$ cat src/rtl/riscv_pkg.sv
// -----------------------------------------------------------------------------
// riscv_pkg
// Shared types and constants for the RV32 pipeline hazard-control slice.
//   hz_state_t : hazard controller states (run, load-use stall, memory freeze)
//   REG_X0     : index of the hard-wired zero register
// No ports (package only).
// -----------------------------------------------------------------------------
package riscv_pkg;

   typedef enum logic [1:0] {
      HZ_RUN        = 2'd0,
      HZ_LOAD_STALL = 2'd1,
      HZ_FREEZE     = 2'd2
   } hz_state_t;

   localparam logic [4:0] REG_X0 = 5'd0;

endpackage

$ cat src/rtl/load_use_detect.sv
// -----------------------------------------------------------------------------
// load_use_detect
// Combinational load-use compare between the instruction in ID and a load in
// EX. A destination of x0 never produces a hazard since x0 is never written.
// Ports:
//   id_ex_mem_read  in   EX instruction is a load
//   id_ex_rd        in   destination register of the EX instruction
//   if_id_rs1/rs2   in   source registers of the ID instruction
//   if_id_uses_rs1/rs2 in  ID instruction actually reads that source
//   load_use        out  ID must wait one cycle for the load data
// -----------------------------------------------------------------------------
module load_use_detect
   import riscv_pkg::*;
#(
   parameter int REG_ADDR_W = 5
) (
   input  logic                  id_ex_mem_read,
   input  logic [REG_ADDR_W-1:0] id_ex_rd,
   input  logic [REG_ADDR_W-1:0] if_id_rs1,
   input  logic [REG_ADDR_W-1:0] if_id_rs2,
   input  logic                  if_id_uses_rs1,
   input  logic                  if_id_uses_rs2,
   output logic                  load_use
);

   logic rd_nonzero_s;
   logic rs1_hit_s;
   logic rs2_hit_s;

   assign rd_nonzero_s = (id_ex_rd != REG_ADDR_W'(REG_X0));
   assign rs1_hit_s    = if_id_uses_rs1 & (if_id_rs1 == id_ex_rd);
   assign rs2_hit_s    = if_id_uses_rs2 & (if_id_rs2 == id_ex_rd);
   assign load_use     = id_ex_mem_read & rd_nonzero_s & (rs1_hit_s | rs2_hit_s);

endmodule

$ cat src/rtl/hazard_detection_unit.sv
// -----------------------------------------------------------------------------
// hazard_detection_unit
// ID-stage hazard controller for the 5-stage RV32 pipeline. Inserts exactly one
// bubble on a load-use hazard, flushes IF/ID on a taken branch and freezes the
// whole pipe while data memory is busy. A freeze remembers the state it
// interrupted and resumes it when the memory wait ends.
// Ports:
//   clk, rst                  clock, synchronous active-high reset
//   if_id_rs1/rs2, if_id_uses_rs1/rs2   ID instruction sources
//   id_ex_rd, id_ex_mem_read  EX instruction destination / is-load
//   branch_taken              EX resolved a taken branch/jump
//   dmem_stall                MEM waiting on data memory
//   pc_write, if_id_write, id_ex_write, ex_mem_write   pipeline enables
//   id_ex_bubble              zero ID/EX control fields
//   if_id_flush               clear IF/ID to NOP
//   stall_cycles, flush_count saturating performance counters
// Configuration macro: HAZARD_PERF_CNT_EN enables the counters; without it
// the counter ports are tied to zero and no counter flops exist.
// Outputs are combinational so a load-use stall takes effect in the very cycle
// it is detected.
// -----------------------------------------------------------------------------
module hazard_detection_unit
   import riscv_pkg::*;
#(
   parameter int REG_ADDR_W = 5,
   parameter int CNT_W      = 32
) (
   input  logic                  clk,
   input  logic                  rst,
   input  logic [REG_ADDR_W-1:0] if_id_rs1,
   input  logic [REG_ADDR_W-1:0] if_id_rs2,
   input  logic                  if_id_uses_rs1,
   input  logic                  if_id_uses_rs2,
   input  logic [REG_ADDR_W-1:0] id_ex_rd,
   input  logic                  id_ex_mem_read,
   input  logic                  branch_taken,
   input  logic                  dmem_stall,
   output logic                  pc_write,
   output logic                  if_id_write,
   output logic                  id_ex_write,
   output logic                  ex_mem_write,
   output logic                  id_ex_bubble,
   output logic                  if_id_flush,
   output logic [CNT_W-1:0]      stall_cycles,
   output logic [CNT_W-1:0]      flush_count
);

   logic      load_use_s;
   hz_state_t state_r;
   hz_state_t saved_r;
   hz_state_t state_nxt_s;
   hz_state_t saved_nxt_s;
   hz_state_t eff_state_s;
   logic      stall_inc_s;
   logic      flush_inc_s;

   load_use_detect #(
      .REG_ADDR_W (REG_ADDR_W)
   ) u_load_use_detect (
      .id_ex_mem_read (id_ex_mem_read),
      .id_ex_rd       (id_ex_rd),
      .if_id_rs1      (if_id_rs1),
      .if_id_rs2      (if_id_rs2),
      .if_id_uses_rs1 (if_id_uses_rs1),
      .if_id_uses_rs2 (if_id_uses_rs2),
      .load_use       (load_use_s)
   );

   // Effective state: once the freeze releases, behave as the interrupted state.
   always_comb begin
      eff_state_s = state_r;
      if (state_r == HZ_FREEZE) begin
         eff_state_s = saved_r;
      end else begin
         eff_state_s = state_r;
      end
   end

   // Next-state and output decode in priority order rst > dmem > branch > load-use.
   always_comb begin
      pc_write     = 1'b1;
      if_id_write  = 1'b1;
      id_ex_write  = 1'b1;
      ex_mem_write = 1'b1;
      id_ex_bubble = 1'b0;
      if_id_flush  = 1'b0;
      state_nxt_s  = HZ_RUN;
      saved_nxt_s  = saved_r;
      stall_inc_s  = 1'b0;
      flush_inc_s  = 1'b0;
      if (rst) begin
         pc_write     = 1'b0;
         if_id_write  = 1'b0;
         id_ex_write  = 1'b0;
         ex_mem_write = 1'b0;
         id_ex_bubble = 1'b1;
         if_id_flush  = 1'b1;
         state_nxt_s  = HZ_RUN;
         saved_nxt_s  = HZ_RUN;
      end else if (dmem_stall) begin
         pc_write     = 1'b0;
         if_id_write  = 1'b0;
         id_ex_write  = 1'b0;
         ex_mem_write = 1'b0;
         state_nxt_s  = HZ_FREEZE;
         // Only capture on entry; a continuing freeze keeps the original state.
         if (state_r != HZ_FREEZE) begin
            saved_nxt_s = state_r;
         end else begin
            saved_nxt_s = saved_r;
         end
      end else if (branch_taken) begin
         // The hazarding ID instruction is squashed, so load-use is moot here.
         id_ex_bubble = 1'b1;
         if_id_flush  = 1'b1;
         state_nxt_s  = HZ_RUN;
         flush_inc_s  = 1'b1;
      end else begin
         case (eff_state_s)
            HZ_RUN: begin
               if (load_use_s) begin
                  pc_write     = 1'b0;
                  if_id_write  = 1'b0;
                  id_ex_bubble = 1'b1;
                  state_nxt_s  = HZ_LOAD_STALL;
                  stall_inc_s  = 1'b1;
               end else begin
                  state_nxt_s  = HZ_RUN;
               end
            end
            // The bubble is already in EX; the hazard resolves via forwarding.
            HZ_LOAD_STALL: state_nxt_s = HZ_RUN;
            default:       state_nxt_s = HZ_RUN;
         endcase
      end
   end

   // State and saved-state registers.
   always_ff @(posedge clk) begin
      if (rst) begin
         state_r <= HZ_RUN;
         saved_r <= HZ_RUN;
      end else begin
         state_r <= state_nxt_s;
         saved_r <= saved_nxt_s;
      end
   end

`ifdef HAZARD_PERF_CNT_EN
   localparam logic [CNT_W-1:0] CNT_ONE = {{(CNT_W-1){1'b0}}, 1'b1};
   localparam logic [CNT_W-1:0] CNT_MAX = {CNT_W{1'b1}};

   logic [CNT_W-1:0] stall_cnt_r;
   logic [CNT_W-1:0] flush_cnt_r;

   // Saturating performance counters.
   always_ff @(posedge clk) begin
      if (rst) begin
         stall_cnt_r <= {CNT_W{1'b0}};
         flush_cnt_r <= {CNT_W{1'b0}};
      end else begin
         if (stall_inc_s && (stall_cnt_r != CNT_MAX)) begin
            stall_cnt_r <= stall_cnt_r + CNT_ONE;
         end
         if (flush_inc_s && (flush_cnt_r != CNT_MAX)) begin
            flush_cnt_r <= flush_cnt_r + CNT_ONE;
         end
      end
   end

   assign stall_cycles = stall_cnt_r;
   assign flush_count  = flush_cnt_r;
`else
   logic unused_cnt_s;

   assign unused_cnt_s = stall_inc_s | flush_inc_s;
   assign stall_cycles = '0;
   assign flush_count  = '0;
`endif

endmodule

$ cat config.mk
export PLATFORM = sky130hd
export DESIGN_NAME = hazard_detection_unit
export DESIGN_NICKNAME = d
export VERILOG_FILES = /design/src/rtl/riscv_pkg.sv /design/src/rtl/load_use_detect.sv /design/src/rtl/hazard_detection_unit.sv
export SDC_FILE = /design/constraint.sdc
export NUM_CORES = 1
export LEC_CHECK = 0
export ABC_AREA = 1
export CORE_AREA = 2 2 62 64
export DETAILED_ROUTE_END_ITERATION = 6
export DIE_AREA = 0 0 64 66
export MAX_ROUTING_LAYER = met4
export PLACE_DENSITY = 0.75
export SETUP_SLACK_MARGIN = 0.5
export SYNTH_ARGS = -nofsm -noshare
export SYNTH_HDL_FRONTEND = slang
export SYNTH_HIERARCHICAL = 1
export SYNTH_SLANG_ARGS = --single-unit
$ cat constraint.sdc
create_clock -name clk -period 1.8 [get_ports clk]
set_clock_uncertainty 0.1 [all_clocks]
set_input_delay 0.45 -clock clk [delete_from_list [all_inputs] [get_ports clk]]
set_output_delay 0.45 -clock clk [all_outputs]
set_load 0.01 [all_outputs]
==> reports/qor.csv <==
stage,metric,value,unit
placed_design,GPL Wtd Cong,0.7058,
yosys,Seq cells post-synth,4,
worst_setup_path,crit path DAT,1.57,ns
worst_setup_path,CP Class,primary input to output port,
worst_setup_path,Critical-path top delay cell,a21oi_2,
detailed_routing,Post-Route WL,1845,um
yosys,Mapped Area,908.4,um^2
grt,Total GRT Usage,0.08133,
power,pwr/cell area,353.3,mW/mm^2
worst_setup_path,reg2reg setup slack,0.23,ns
yosys,most frequent cells after synthesis,"buf_4 (66), nand2_1 (29), inv_1 (19)",
grt,met2 usage,0.1602,
timing,Final setup viols,4,
grt,GRT Max-Usage Layer,met2,
finish,diode count,0,
hold_path,Hold Path Class,flop to flop,
placed_design,# port buffers,27,
yosys,Yosys top cell area share,0.5455,
yosys,Post-synth EDFFs,0,
yosys,Synthesis Warnings,6,
detailed_routing,DR DRC count,0,
cts,clock latency at the later pin of the worst-skew pair,0.24,ns
outcome,failing checks,negative setup slack,
die,Chip Height,66,um
placed_design,DP HPWL,1439,um
yosys,"Primary FF master, synth",dfxtp_1,
cts,clk sinks,4,
worst_setup_path,Critical Path Fanout Max,4,
timing,TNS Setup,-1.114,ns
timing,final hold violation count,0,
detailed_routing,Final ANT Viol Nets,0,
grt,antenna violations before repair,0,
yosys,Yosys cell types,16,
yosys,Post-synth ARST share,0,
finish,fraction of layout cells with a size suffix above 1,0.4555,
yosys,top-count cell post-synth,buf_4,
flow_run,max-cap violation count,0,
detailed_routing,initial DRC count,6,
detailed_routing,TritonRoute pass-1 iters,4,
detailed_routing,routed len/inst,7.720,um
die,Site Rows,22,
grt,global-route wire length before repair,2649,um
die,starting density of the core,0.2558,
yosys,sequential share of the synthesized area,0.08815,
grt,GRT overflow,0,
cts,CTS buffer count,3,
timing,Final Critical Period,2.118,ns
power,peak supply drop,0.0002475,V
worst_setup_path,CP required,1.25,ns
finish,Final nets,215,
outcome,outcome,"complete, but fails checks",
cts,clock tree buffer depth,2,
die,DIE AREA,0.004224,mm^2
timing,final critical-path share of the clock period,1.177,
finish,Area Overhead vs Synth,41.87,%
power,Lkg Pwr,0.7269,nW
grt,met1 Usage GRT,0.07739,
cts,Worst-path clk slew,0.04,ns
worst_setup_path,crit end category,output port,
timing,Peak Freq,472.1,MHz
cts,CTS tree,done,
yosys,"top cells by area, synth","buf_4 (55%), nand2_1 (12%), dfxtp_1 (8.8%)",
cts,CTS HTree Levels,1,
cts,clock root buffer master,clkbuf_4,
worst_setup_path,critical-path cell list,"buf_8, inv_4, nand2_2, a21oi_2, nand3_2, a21oi_2, inv_1, nor2_2, nand3_2, nand2_2, inv_2, buf_6",
timing,final worst slack,-0.3180,ns
cts,CTS Hold Bufs,0,
grt,met3 GRT Util,0.01022,
yosys,Mapped Avg Cell Area,6.096,um^2
timing,unrepaired setup endpoints after global routing,yes,
worst_setup_path,CP Launch Type,primary input,
timing,"Slew Viols, Final",0,
die,I/O pins,92,
finish,"Core Util, Final",0.3629,
die,Die W,64,um
grt,vias in the first global route,706,
grt,largest net degree at the start of global routing,5,
detailed_routing,vias per cell,3.360,
worst_setup_path,CP max stage delay,0.15,ns
die,Core Area,0.003551,mm^2
yosys,Mapped Cells,149,
yosys,"area leader, netlist",buf_4,
detailed_routing,Vias,803,
[worst paths after layout]
kind / start / endpoint / cells past startpoint
worst max-delay path: id_ex_rd[4] / pc_write / 12
worst min-delay path: saved_r[0] / saved_r[0] / 2
worst max register to register: saved_r[0] / state_r[0] / 9
worst min register to register: saved_r[0] / saved_r[0] / 2
[final cells by class]
| class | instances | area [um^2] |
|---|---|---|
| fillers | 392 | 2262 |
| multi-input cells | 119 | 580.6 |
| repair buffers | 42 | 434.2 |
| inverters | 23 | 111.4 |
| flip-flops and latches | 4 | 80.08 |
| well taps | 48 | 60.06 |
| clock buffers | 3 | 22.52 |
[where the power goes]
part	internal (W)	switching (W)	leakage, nW
clock network	0.0000750	0.0000434	0.0138
logic	0.000104	0.000141	0.681
registers	0.0000904	0.000000894	0.0325
[stage by stage]
step,hold WS [ns],power (W),setup WS (ns),instance area (um^2),std cells
4_1_cts,0.3643,0.0004385,-0.2945,1215,238
5_1_grt,0.4053,0.0004943,-0.4382,1289,239
6_report,0.3611,0.0004554,-0.3180,1289,239
2_1_floorplan,0.3428,0.0003095,-0.08663,1181,212
3_3_place_gp,0.3547,0.0002956,-1.212,1080,230
3_5_place_dp,0.3561,0.0002973,-1.258,1080,230
[layer usage]
metal | vias up | wire length (um)
li1 | 394 | -
met1 | 352 | 598
met2 | 54 | 1049
met3 | 3 | 167
met4 | 0 | 28
met5 | - | 0
[cells by family (layout without fill, tap and decap cells)]
logic type             after synthesis  in the layout  share of synthesized area
AO/OA/AOI/OAI                        8              8                    0.05646
buffers and inverters               89             68                     0.6405
flip-flops                           4              4                    0.08816
other                                1             64                   0.004128
AND/OR/NAND/NOR                     47             47                     0.2108
[timing repair]
item	CTS	global route
setup endpoints to repair	9	7
setup buffers	5	1
resized for setup	150	23
pin swaps	28	15
[state kept, by name (all words and copies together) (netlist names)]
signal and flops:
saved_r 2, state_r 2
[layout by cell type (no fill, tap or decap), drive strengths merged]
cell type       n
a21oi           4
buf            39
nand3           4
dlygate4sd2     1
clkdlybuf4s15   1
conb           64
nor2           11
clkbuf          4
nand2          31
dfxtp           4
nand4           1
o21ai           4
inv            23
[critical path: cells and delay by family]
kind	cells	cell delay [ns]
compound gates	2	0.29
buf+inv	5	0.37
simple gates	5	0.46
No activity file was read; power rests on OpenSTA's default activity.
